[src/rtl/vector_argmax_pkg.sv]
// Shared float32 definitions used by the argmax, division and exponent stages.
package vector_argmax_pkg;

    localparam int unsigned FP_WIDTH  = 32;
    localparam int unsigned FP_EXP_W  = 8;
    localparam int unsigned FP_MANT_W = 23;

    localparam logic [FP_EXP_W-1:0] FP_EXP_MAX = 8'hFF;

    typedef struct packed {
        logic                 sign;
        logic [FP_EXP_W-1:0]  exp;
        logic [FP_MANT_W-1:0] mant;
    } fp32_t;

    // A NaN has an all-ones exponent and a non-zero mantissa; Inf has a zero mantissa.
    function automatic logic fp_is_nan(input fp32_t f);
        return (f.exp == FP_EXP_MAX) && (f.mant != '0);
    endfunction

endpackage

[src/rtl/vector_argmax_float_greater_than.sv]
// Combinational strict greater-than for IEEE-754 single values.
// NaN ranks below every non-NaN value, -0 equals +0, and +/-Inf and
// denormals fall out of the ordinary sign/magnitude ordering.
module float_greater_than
    import vector_argmax_pkg::*;
(
    input  logic [FP_WIDTH-1:0] a,
    input  logic [FP_WIDTH-1:0] b,
    output logic                gt,
    output logic                a_is_nan
);

    fp32_t fa;
    fp32_t fb;
    logic  b_is_nan;
    logic  a_zero;
    logic  b_zero;

    assign fa = fp32_t'(a);
    assign fb = fp32_t'(b);

    // Classify operands and resolve a > b.
    always_comb begin
        a_is_nan = fp_is_nan(fa);
        b_is_nan = fp_is_nan(fb);
        a_zero   = ({fa.exp, fa.mant} == '0);
        b_zero   = ({fb.exp, fb.mant} == '0);
        gt       = 1'b0;
        if (a_is_nan) begin
            gt = 1'b0;
        end else if (b_is_nan) begin
            gt = 1'b1;
        end else if (a_zero && b_zero) begin
            gt = 1'b0;
        end else if (fa.sign != fb.sign) begin
            gt = ~fa.sign;
        end else if (!fa.sign) begin
            gt = ({fa.exp, fa.mant} > {fb.exp, fb.mant});
        end else begin
            gt = ({fa.exp, fa.mant} < {fb.exp, fb.mant});
        end
    end

endmodule

[src/rtl/vector_argmax.sv]
// Sequential argmax over a float32 vector: one element compared per cycle
// through a single shared comparator, with valid/ready on both sides.
module vector_argmax
    import vector_argmax_pkg::*;
#(
    parameter  int unsigned VLEN = 4,
    localparam int unsigned IDXW = (VLEN > 1) ? $clog2(VLEN) : 1
) (
    input  logic                     clk,
    input  logic                     rst,
    input  logic [FP_WIDTH*VLEN-1:0] in,
    input  logic                     in_valid,
    output logic                     in_ready,
    output logic [IDXW-1:0]          class_idx,
    output logic [FP_WIDTH-1:0]      max_val,
    output logic                     all_nan,
    output logic                     out_valid,
    input  logic                     out_ready
);

    localparam logic [1:0] ST_IDLE = 2'd0;
    localparam logic [1:0] ST_SCAN = 2'd1;
    localparam logic [1:0] ST_DONE = 2'd2;

    localparam logic [IDXW:0] CNT_LAST = (IDXW+1)'(VLEN - 1);

    logic [1:0]               state_q;
    logic [FP_WIDTH*VLEN-1:0] vec_q;
    logic [FP_WIDTH-1:0]      best_q;
    logic [IDXW-1:0]          idx_q;
    logic [IDXW:0]            cnt_q;
    logic                     in_ready_q;
    logic                     out_valid_q;
    logic [IDXW-1:0]          class_idx_q;
    logic [FP_WIDTH-1:0]      max_val_q;
    logic                     all_nan_q;

    logic [FP_WIDTH-1:0]      elem;
    logic [FP_WIDTH-1:0]      cmp_a;
    logic                     cmp_gt;
    logic                     cmp_a_nan;

    // Select the element addressed by the scan counter.
    always_comb begin
        elem = '0;
        for (int unsigned i = 0; i < VLEN; i++) begin
            if (cnt_q == (IDXW+1)'(i)) begin
                elem = vec_q[FP_WIDTH*i +: FP_WIDTH];
            end
        end
    end

    // In DONE the comparator's NaN detector is reused on the winner:
    // a NaN winner can only survive if every element was NaN.
    always_comb begin
        cmp_a = (state_q == ST_DONE) ? best_q : elem;
    end

    float_greater_than u_cmp (
        .a        (cmp_a),
        .b        (best_q),
        .gt       (cmp_gt),
        .a_is_nan (cmp_a_nan)
    );

    // Control FSM, scan datapath and registered result/handshake outputs.
    always_ff @(posedge clk or posedge rst) begin
        if (rst) begin
            state_q     <= ST_IDLE;
            vec_q       <= '0;
            best_q      <= '0;
            idx_q       <= '0;
            cnt_q       <= '0;
            in_ready_q  <= 1'b0;
            out_valid_q <= 1'b0;
            class_idx_q <= '0;
            max_val_q   <= '0;
            all_nan_q   <= 1'b0;
        end else begin
            case (state_q)
                ST_IDLE: begin
                    in_ready_q <= 1'b1;
                    if (in_valid && in_ready_q) begin
                        vec_q      <= in;
                        best_q     <= in[FP_WIDTH-1:0];
                        idx_q      <= '0;
                        cnt_q      <= (IDXW+1)'(1);
                        in_ready_q <= 1'b0;
                        state_q    <= (VLEN == 1) ? ST_DONE : ST_SCAN;
                    end
                end
                ST_SCAN: begin
                    if (cmp_gt) begin
                        best_q <= elem;
                        idx_q  <= cnt_q[IDXW-1:0];
                    end
                    cnt_q <= cnt_q + 1'b1;
                    if (cnt_q == CNT_LAST) begin
                        state_q <= ST_DONE;
                    end
                end
                ST_DONE: begin
                    if (!out_valid_q) begin
                        out_valid_q <= 1'b1;
                        class_idx_q <= idx_q;
                        max_val_q   <= best_q;
                        all_nan_q   <= cmp_a_nan;
                    end else if (out_ready) begin
                        out_valid_q <= 1'b0;
                        in_ready_q  <= 1'b1;
                        cnt_q       <= '0;
                        state_q     <= ST_IDLE;
                    end
                end
                default: begin
                    state_q <= ST_IDLE;
                end
            endcase
        end
    end

    assign in_ready  = in_ready_q;
    assign out_valid = out_valid_q;
    assign class_idx = class_idx_q;
    assign max_val   = max_val_q;
    assign all_nan   = all_nan_q;

endmodule

[config.mk]
export PLATFORM = sky130hd
export DESIGN_NAME = vector_argmax
export DESIGN_NICKNAME = d
export VERILOG_FILES = /design/src/rtl/vector_argmax_pkg.sv /design/src/rtl/vector_argmax_float_greater_than.sv /design/src/rtl/vector_argmax.sv
export SDC_FILE = /design/constraint.sdc
export NUM_CORES = 1
export LEC_CHECK = 0
export CORE_ASPECT_RATIO = 0.7
export CORE_MARGIN = 3
export CORE_UTILIZATION = 45
export DETAILED_ROUTE_END_ITERATION = 10
export PLACE_DENSITY = 0.8
export SLEW_MARGIN = 10
export SYNTH_ARGS = -nofsm -noshare
export SYNTH_HDL_FRONTEND = slang
export SYNTH_SLANG_ARGS = --single-unit
[constraint.sdc]
create_clock -name clk -period 13.21 [get_ports clk]
set_input_delay 1.9815 -clock clk [delete_from_list [all_inputs] [get_ports clk]]
set_output_delay 1.9815 -clock clk [all_outputs]
set_load 0.01 [all_outputs]
# ---- Word level (Yosys, flattened, before mapping)
# Cells that the tools add are included.
dict set report totals {
  elab_cells 78
  input_bits 132
  register_bits 204
  out_inout_bits 37
}
dict set report op_classes {
  n_addsub 1
  bitwise 2
  muxes 31
  n_reduce_logical 19
  order_cmp 2
  eq_ne 13
}
# op count
set ops {}
lappend ops {{$mux W32} 7}
lappend ops {{$pmux W32 S2} 1}
lappend ops {{$logic_not A31 Y1} 2}
lappend ops {{$reduce_bool A23 Y1} 2}
lappend ops {{$gt A31 B31 Y1} 1}
lappend ops {{$lt A31 B31 Y1} 1}
lappend ops {{$eq A8 B8 Y1 const B} 2}
lappend ops {{$mux W2} 6}
lappend ops {{$mux W1} 10}
lappend ops {{$ne A2 B2 Y1 const B} 5}
lappend ops {{$mux W3} 3}
lappend ops {{$pmux W3 S3} 1}
lappend ops {{$reduce_and A4 Y1} 2}
lappend ops {{$eq A3 B2 Y1 const B} 2}
lappend ops {{$pmux W2 S3} 1}
lappend ops {{$reduce_and A3 Y1} 2}
lappend ops {{$logic_and A1 B1 Y1} 4}
lappend ops {{$pmux W2 S2} 1}
lappend ops {{$reduce_and A2 Y1} 2}
lappend ops {{$reduce_bool A2 Y1} 2}
lappend ops {{$add A3 B1 Y3 const B} 1}
lappend ops {{$eq A3 B1 Y1 const B} 1}
lappend ops {{$logic_not A3 Y1} 1}
lappend ops {{$reduce_bool A3 Y1} 1}
lappend ops {{other kinds (6)} 7}

# ---- Longest topological paths before layout
# Gate-level depths: netlist of the first run.
dict set report logic_depth {
  word_depth 14
  mapped_depth 22
  mapped_depth_nobuf 18
}

# ---- Modules after synthesis
# A second synthesis of the first run with hierarchy kept.
dict set report unflattened {
  hier_cells 879
  area_unflattened_um2 10302.4
}
# mod area_per_inst_um2 seq_area_each_um2 instances cells_per_inst
set modules_own_cells {}
lappend modules_own_cells {vector_argmax 9273.9 5104.9 1 730}
lappend modules_own_cells {float_greater_than 1028.5 0.0 1 149}

# ---- Least setup slack after synthesis of the first run
# No wires, ideal clock.
dict set report synth_timing {
  path_type {reg2reg}
  start {register cnt_q[0]}
  end {register best_q[6]}
  stages_incl_launch_ff 20
  required_ps 13084
  period_less_slack_ps 4604
  t_arrival_ps 4478
  setup_slack_ps 8606
  n_path_buf 5
  setup_ps 126
  cell_sequence {dfrtp_1 > ha_1 > ha_1 > clkbuf_1 > clkbuf_1 > buf_1 > buf_1 > a22oi_1 > mux2i_1 > ha_1 > and4_1 > nor4bb_1 > a221oi_1 > o21ai_0 > a211oi_1 > mux2i_1 > o211ai_2 > a21o_2 > buf_4 > a221o_1}
}
dict set report synth_via {
  elab_chain_len 14
  word_cells_on_any_way 27
  classes_between {order compare (2); eq/ne (6); mux (12); bitwise (1); reduce/logical (6)}
}
# element line
set synth_rtl {}
lappend synth_rtl {{start, declared} vector_argmax.sv:31} ;# logic [IDXW:0] cnt_q;
lappend synth_rtl {{start signal, assigned} vector_argmax.sv:87} ;# cnt_q <= (IDXW+1)'(1);
lappend synth_rtl {{start signal, assigned} vector_argmax.sv:97} ;# cnt_q <= cnt_q + 1'b1;
lappend synth_rtl {{$logic_not A3 Y1} vector_argmax.sv:47} ;# if (cnt_q == (IDXW+1)'(i)) begin
lappend synth_rtl {{$mux W32 (3 in a row)} vector_argmax.sv:47}
lappend synth_rtl {{$mux W32 *} vector_argmax.sv:47}
lappend synth_rtl {{$mux W32} vector_argmax.sv:56} ;# cmp_a = (state_q == ST_DONE) ? best_q : elem;
lappend synth_rtl {{$gt A31 B31 Y1 / $lt A31 B31 Y1 (equally long branches)} {vector_argmax_float_greater_than.sv:38, vector_argmax_float_greater_than.sv:40}}
lappend synth_rtl {{$mux W1} vector_argmax_float_greater_than.sv:37} ;# end else if (!fa.sign) begin
lappend synth_rtl {{$mux W1} vector_argmax_float_greater_than.sv:35} ;# end else if (fa.sign != fb.sign) begin
lappend synth_rtl {{$mux W1} vector_argmax_float_greater_than.sv:33} ;# end else if (a_zero && b_zero) begin
lappend synth_rtl {{$mux W1} vector_argmax_float_greater_than.sv:31} ;# end else if (b_is_nan) begin
lappend synth_rtl {{$mux W1} vector_argmax_float_greater_than.sv:29} ;# if (a_is_nan) begin
lappend synth_rtl {{$ne A2 B2 Y1 (no source line)} -}
lappend synth_rtl {{$reduce_and A3 Y1 (no source line)} -}
lappend synth_rtl {{end signal, assigned} vector_argmax.sv:85} ;# best_q <= in[FP_WIDTH-1:0];
lappend synth_rtl {{end signal, assigned} vector_argmax.sv:94} ;# best_q <= elem;
lappend synth_rtl {{end, declared} vector_argmax.sv:29} ;# logic [FP_WIDTH-1:0] best_q;
# Mark *: on every way between the ends. The rest lies on a longest branch, timed or not. The select of a mux whose other input is x is not followed.
# A chain may end at the register's enable or synchronous reset.

# ---- Worst setup path after layout of the first run
dict set report layout_timing {
  start {register cnt_q[0]}
  end {register best_q[5]}
}
# Same word-level chain as after synthesis.

==> impl_metrics.csv, run 1 <==
group,metric,value,unit
run_status,outcome,"complete, no violations",
floorplanning,dieArea,25400,µm²
synth,syn_area_per_cell,11.2,µm²
grt,grt_max_degree,135,
synth,synth_flop_cell,"dfrtp_1",
synth,yosys_warnings,0,
cts,cts.sinks,204,
final_layout,multiInputGateArea,5080,µm²
setup_path,critPathMaxFanout,47,
floorplanning,core_area,22900,µm²
timing,rsz0062_at_grt,"false",
synth,syn_area,10600,µm²
timing,finalSetupViolations,0,
cts,htreeDepth,1,
drt,routed_wl,30600,µm
final_layout,final_cell_mix,"dfrtp_1, clkdlybuf4s50_1, mux2_2",
power_and_ir_drop,cellLeakagePower,0.00569,µW
synth,async_reset_ff_share,100,%
grt,grt_pass1_vias,8500,
final_layout,final_common_cell,"dfrtp_1",
synth,ys_seq_elements,204,
power_and_ir_drop,p_total,3670,µW
power_and_ir_drop,vdd_drop_max,0.122,mV
drt,dr.pass1.iters,5,
final_layout,final_layout_size_suffix_gt1_share,20.6,%
setup_path,path_delay_family,"compound AO/OA/AOI/OAI gates",
drt,first_iter_violations,745,
grt,grt_pass1_wl,47600,µm
setup_path,cp_slowest_stage_delay,0.86,ns
setup_path,cp.depth,18,
final_layout,finalNonFillerCells,1412,
cts,cts_hold_buf,0,
grt,track_usage,23.8,%
setup_path,crit_buf_inv,3,
floorplanning,die_x,189,µm
setup_path,critPathLaunchType,"flop",
synth,syn_nets,1114,
cts,cts-resized-gates,0,
final_layout,diodes,0,
timing,setup_slack,7.74,ns
drt,drcViolationCount,0,
synth,synth_edf_count,0,
drt,wire_per_inst,21.7,µm
setup_path,slowest_stage,"a211oi_2",
final_layout,fillerInstances,1944,
floorplanning,placementRows,46,
cts,cts_max_path_buffers,3,
run,cap_violations,0,
setup_path,end_kind,"flop",
grt,antenna_found_initial,0,
hold_path,min_path_type,"reg2reg",
power_and_ir_drop,seqPwrFrac,32.6,%
final_layout,seq_area,5100,µm²
timing,finalCritPeriodShare,41.4,%
placed_design,gp_congestion,1.02,
cts,cts_buffers,21,
timing,final.setup_skew,0.0138,ns
power_and_ir_drop,powerDensity,280,nW/µm²
power_and_ir_drop,switchingPower,1520,µW
final_layout,area_growth,24.1,%
grt,grt-ovfl-total,0,
timing,tightest_slew,1.03,ns
setup_path,worstSetupPathType,"reg2reg",
cts,cts_setup_buffers,0,
setup_path,rr_worst_depth,18,
cts,cts_root_buf,"clkbuf_16",
timing,relSlewSlack,31.6,%
synth,seq_area_frac_synth,48.2,%
power_and_ir_drop,p_sw_share,41.2,%
placed_design,place_inst,1376,
placed_design,pre_cts_ws,7.84,ns
placed_design,hpwl,22400,µm
cts,cts_tree,"built",
drt,ant_nets,0,
timing,finalSetupTns,0,ns
final_layout,final_nets,1258,
setup_path,crit_chain,"inv_1 -> ha_1 -> buf_4 -> clkinv_1 -> o21ai_0 -> nor2_1 -> a21oi_1 -> mux2i_1 -> ha_1 -> and4_1 -> nor4bb_1 -> a221oi_1 -> o21ai_0 -> a211oi_1 -> mux2i_1 -> o211ai_2 -> a211oi_2 -> a221o_1",
synth,synth_cells,943,
timing,drv_slew,0,
power_and_ir_drop,pwr-share-clk,15.1,%
final_layout,final_util,57.3,%
synth,synth_cell_type_count,63,
power_and_ir_drop,p_int,2160,µW
setup_path,required,13.64,ns
timing,hold_viol,0,
placed_design,port_buffers,168,
timing,timing.fmax,0.183,GHz
cts,path_clk_slew,0.07,ns
timing,fin_crit,5.47,ns
floorplanning,start_util,46.2,%
setup_path,cp.arrival,5.90,ns
drt,vias,8219,
floorplanning,io_pins,169,
drt,drt-vias-per-instance,5.82,
power_and_ir_drop,pwr-share-comb,52.3,%
hold_path,hold_depth,1,
floorplanning,die_y,134,µm
cts,insertion_delay,0.50,ns
[per-layer routing]
metal  GRT usage [%]  share of wire [%]  vias to the layer above
li1                -                  -                     3708
met4            4.92                1.9                        0
met5               0                  0                        -
met3            4.73                8.4                       46
met1            34.0                 44                     4090
met2            38.3                 45                      375
[sequential cells by signal, summed over array words and instances, names as in the netlist]
signal	flops
all_nan	1
out_valid	1
idx_q	2
state_q	2
max_val	32
cnt_q	3
best_q	32
class_idx	2
vec_q	128
in_ready	1
[path summary, 6_finish.rpt]
kind | from | end | slack [ns]
max in group asynchronous | rst | max_val[31]$_DFFE_PP0P_ | 9.71
min | vec_q[9]$_DFFE_PP0P_ | vec_q[9]$_DFFE_PP0P_ | 0.50
max | cnt_q[0]$_DFFE_PP0P_ | best_q[5]$_DFFE_PP0P_ | 7.74
min reg2reg | vec_q[9]$_DFFE_PP0P_ | vec_q[9]$_DFFE_PP0P_ | 0.50
min in group asynchronous | rst | vec_q[43]$_DFFE_PP0P_ | 2.07
max reg2reg | cnt_q[0]$_DFFE_PP0P_ | best_q[5]$_DFFE_PP0P_ | 7.74
[cells by family after synthesis]
logic type | share of synthesized area [%]
AO/OA/AOI/OAI | 12.9
adder cells (fa/ha/maj) | 4.61
buffers and inverters | 3.99
flip-flops | 48.2
multiplexers | 20.4
AND/OR/NAND/NOR | 9.80
[area by class of cell]
cell class,instances,share of cell area [%]
clock inverter,9,0.371
clock buffer,27,4.40
inverter,44,1.31
tap,312,2.97
multi-input combinational,637,38.6
sequential,204,38.9
timing repair buffer,179,13.4
[per-stage QoR]
step | hold WS (ns) | cell area, µm²
3_5_place_dp | 0.486 | 12500
2_1_floorplan | 0.467 | 10600
4_1_cts | 0.501 | 13100
6_report | 0.500 | 13100
5_1_grt | 0.511 | 13100
3_3_place_gp | 0.480 | 12500
[power by group through the flow]
stage / Combinational [µW] / Sequential (µW) / Clock [µW]
final: 1920 / 1200 / 553
after CTS: 1890 / 1190 / 565
after detailed placement: 1880 / 1200 / 0
after global placement: 1840 / 1190 / 0
after global routing: 2100 / 1230 / 588
after floorplan: 1360 / 1110 / 0
[synthesized netlist by cell type, types with 12 or more instances]
library cell | count | area share (%)
nand3b_1 | 17 | 1.2
nor2b_1 | 12 | 0.71
ha_1 | 39 | 4.6
o21ai_0 | 46 | 2.2
inv_1 | 43 | 1.5
nand2_1 | 71 | 2.5
mux2i_1 | 26 | 2.5
clkbuf_1 | 41 | 1.5
dfrtp_1 | 204 | 48
mux2_2 | 165 | 18
nor2_1 | 29 | 1.0
a22oi_1 | 15 | 1.1
a221o_1 | 17 | 1.6
a21oi_1 | 63 | 3.0
and2_1 | 16 | 0.95
[worst register-to-register path: cells and delay by family, from the launching register on]
| family | cells | cell delay, ns |
|---|---|---|
| AO/OA/AOI/OAI | 8 | 2.55 |
| adder cells (fa/ha/maj) | 2 | 0.46 |
| buffers and inverters | 3 | 1.12 |
| flip-flops | 1 | 0.44 |
| multiplexers | 2 | 0.38 |
| AND/OR/NAND/NOR | 3 | 0.46 |
Power figures use the tool's default switching activity.
==> run 2, diff against run 1 <==
==> constraint.sdc (replaced) <==
create_clock -name clk -period 5.7 [get_ports clk]
set_input_delay 0.855 -clock clk [delete_from_list [all_inputs] [get_ports clk]]
set_output_delay 0.855 -clock clk [all_outputs]
set_load 0.01 [all_outputs]
==> run 2 against run 1 <==
Net effect: sequential share of layout area decreased by 0.30 points; non-clock buffer count increased by 3; cell count up 0.28%; count of clock-buffer cells in the layout is 7 higher; critical path depth fell by 2; cell area increased by 0.77%; via count is 0.56% higher; flip-flop and latch count stayed put; clock power increased by 150%; hold slack gained 0.00057 ns; register-to-register slack worse by 7.2 ns; sequential power is 130% higher; critical path type unchanged; highest routed layer unchanged.
==> impl_metrics.csv, run 2 (synthesis results as in run 1) <==
group,metric,value,unit
grt,antenna_found_initial,0,
timing,tightest_slew,1.14,ns
cts,cts.sinks,204,
timing,hold_viol,0,
setup_path,cp.arrival,5.51,ns
hold_path,min_path_type,"reg2reg",
setup_path,crit_chain,"inv_1 -> ha_1 -> nand3b_1 -> a221o_1 -> a31oi_1 -> ha_1 -> a21oi_1 -> o21ai_0 -> a221oi_1 -> o21ai_0 -> a211oi_1 -> mux2i_1 -> o211ai_2 -> a21oi_2 -> buf_4 -> mux2_4",
power_and_ir_drop,cellLeakagePower,0.00573,µW
timing,relSlewSlack,24.2,%
placed_design,gp_congestion,0.927,
run_status,outcome,"complete, no violations",
timing,finalSetupTns,0,ns
cts,cts_buffers,21,
drt,wire_per_inst,21.8,µm
cts,cts_hold_buf,0,
drt,first_iter_violations,785,
final_layout,area_growth,25.0,%
final_layout,fillerInstances,1960,
drt,dr.pass1.iters,5,
setup_path,crit_buf_inv,2,
grt,track_usage,23.9,%
setup_path,cp_slowest_stage_delay,0.91,ns
floorplanning,io_pins,169,
cts,cts_root_buf,"clkbuf_16",
placed_design,place_inst,1379,
timing,fin_crit,5.13,ns
floorplanning,die_x,189,µm
timing,timing.hold.ws,0.501,ns
cts,cts-resized-gates,0,
setup_path,slowest_stage,"ha_1",
timing,timing.fmax,0.195,GHz
timing,final.setup_skew,0.00860,ns
drt,routed_wl,30900,µm
final_layout,largest_register_ffs,128,
final_layout,largest-register,"vec_q",
final_layout,final_common_cell,"dfrtp_1",
drt,vias,8265,
final_layout,final_nets,1261,
final_layout,final_layout_size_suffix_gt1_share,20.7,%
setup_path,critPathMaxFanout,27,
placed_design,hpwl,22700,µm
floorplanning,core_area,22900,µm²
floorplanning,dieArea,25400,µm²
timing,finalSetupViolations,0,
grt,grt-ovfl-total,0,
drt,drcViolationCount,0,
drt,drt-vias-per-instance,5.84,
cts,insertion_delay,0.50,ns
setup_path,worstSetupPathType,"reg2reg",
cts,path_clk_slew,0.06,ns
timing,finalCritPeriodShare,89.9,%
floorplanning,start_util,46.2,%
power_and_ir_drop,powerDensity,649,nW/µm²
drt,ant_nets,0,
setup_path,end_kind,"flop",
final_layout,diodes,0,
final_layout,finalNonFillerCells,1416,
floorplanning,die_y,134,µm
timing,rsz0062_at_grt,"false",
run,cap_violations,0,
placed_design,port_buffers,168,
grt,grt_max_degree,137,
timing,drv_slew,0,
setup_path,path_delay_family,"compound AO/OA/AOI/OAI gates",
setup_path,required,6.08,ns
cts,cts_setup_buffers,0,
power_and_ir_drop,vdd_drop_max,0.280,mV
floorplanning,placementRows,46,
final_layout,final_cell_mix,"dfrtp_1, clkdlybuf4s50_1, mux2_2",
cts,htreeDepth,1,
setup_path,critPathLaunchType,"flop",
cts,cts_tree,"built",
cts,cts_max_path_buffers,3,
grt,grt_pass1_vias,8266,
grt,grt_pass1_wl,47500,µm
-- run 2: final timing paths --
kind                                           start                      to  slack [ns]  cells after the start
worst max-delay path            cnt_q[0]$_DFFE_PP0P_  best_q[31]$_DFFE_PP0P_        0.57                     16
worst min-delay path            vec_q[0]$_DFFE_PP0P_    vec_q[0]$_DFFE_PP0P_        0.50                      1
worst max register to register  cnt_q[0]$_DFFE_PP0P_  best_q[31]$_DFFE_PP0P_        0.57                     16
worst min register to register  vec_q[0]$_DFFE_PP0P_    vec_q[0]$_DFFE_PP0P_        0.50                      1
max in group asynchronous                        rst  max_val[4]$_DFFE_PP0P_        4.09                      3
min in group asynchronous                        rst   vec_q[44]$_DFFE_PP0P_        0.90                      3
-- run 2: per-layer routing --
metal,up-vias,share of wire [%],global-route usage (%)
li1,3722,-,-
met1,4113,44,33.2
met2,363,45,38.2
met3,67,8.3,5.85
met4,0,2.6,5.79
met5,-,0,0
-- run 2: power breakdown --
group / total [µW] / internal, µW / leakage [µW] / switching, µW
Sequential: 2780 / 2180 / 0.00248 / 601
Combinational: 4420 / 2120 / 0.00291 / 2300
Clock: 1380 / 815 / 0.000338 / 566
Total: 8580 / 5110 / 0.00573 / 3470
-- run 2: final cells by class --
type	count	area [µm²]	share of cell area, %
Sequential cell	204	5100	38.6
Multi-Input combinational cell	637	5080	38.3
Timing Repair Buffer	182	1810	13.7
Clock buffer	34	644	4.87
Tap cell	312	390	2.95
Inverter	44	169	1.28
Clock inverter	3	40.0	0.302
-- run 2: worst register-to-register path, stage by stage, from the launching register on --
cell	delay [ns]
dfrtp_1	0.44
inv_1	0.10
ha_1	0.91
nand3b_1	0.14
a221o_1	0.38
a31oi_1	0.33
ha_1	0.31
a21oi_1	0.16
o21ai_0	0.23
a221oi_1	0.33
o21ai_0	0.16
a211oi_1	0.28
mux2i_1	0.25
o211ai_2	0.15
a21oi_2	0.16
buf_4	0.34
mux2_4	0.33
-- run 2: stage by stage --
stage	setup slack (ns)	cell area [µm²]	util (%)	power, µW
6_report	0.574	13200	57.8	8580
5_1_grt	0.188	13200	57.8	9150
4_1_cts	0.656	13200	57.8	8540
3_5_place_dp	0.678	12600	54.8	7130
3_3_place_gp	0.719	12600	54.8	7040
2_1_floorplan	1.10	10600	-	5720
==> run 3, diff against run 2 <==
--- a/config.mk
+++ b/config.mk
@@ -14,3 +14,4 @@
 export SYNTH_ARGS = -nofsm -noshare
 export SYNTH_HDL_FRONTEND = slang
 export SYNTH_SLANG_ARGS = --single-unit
+export TNS_END_PERCENT = 50
==> results of run 3 <==
Same layout as run 2: the final DEF is identical, and so are final timing and power.
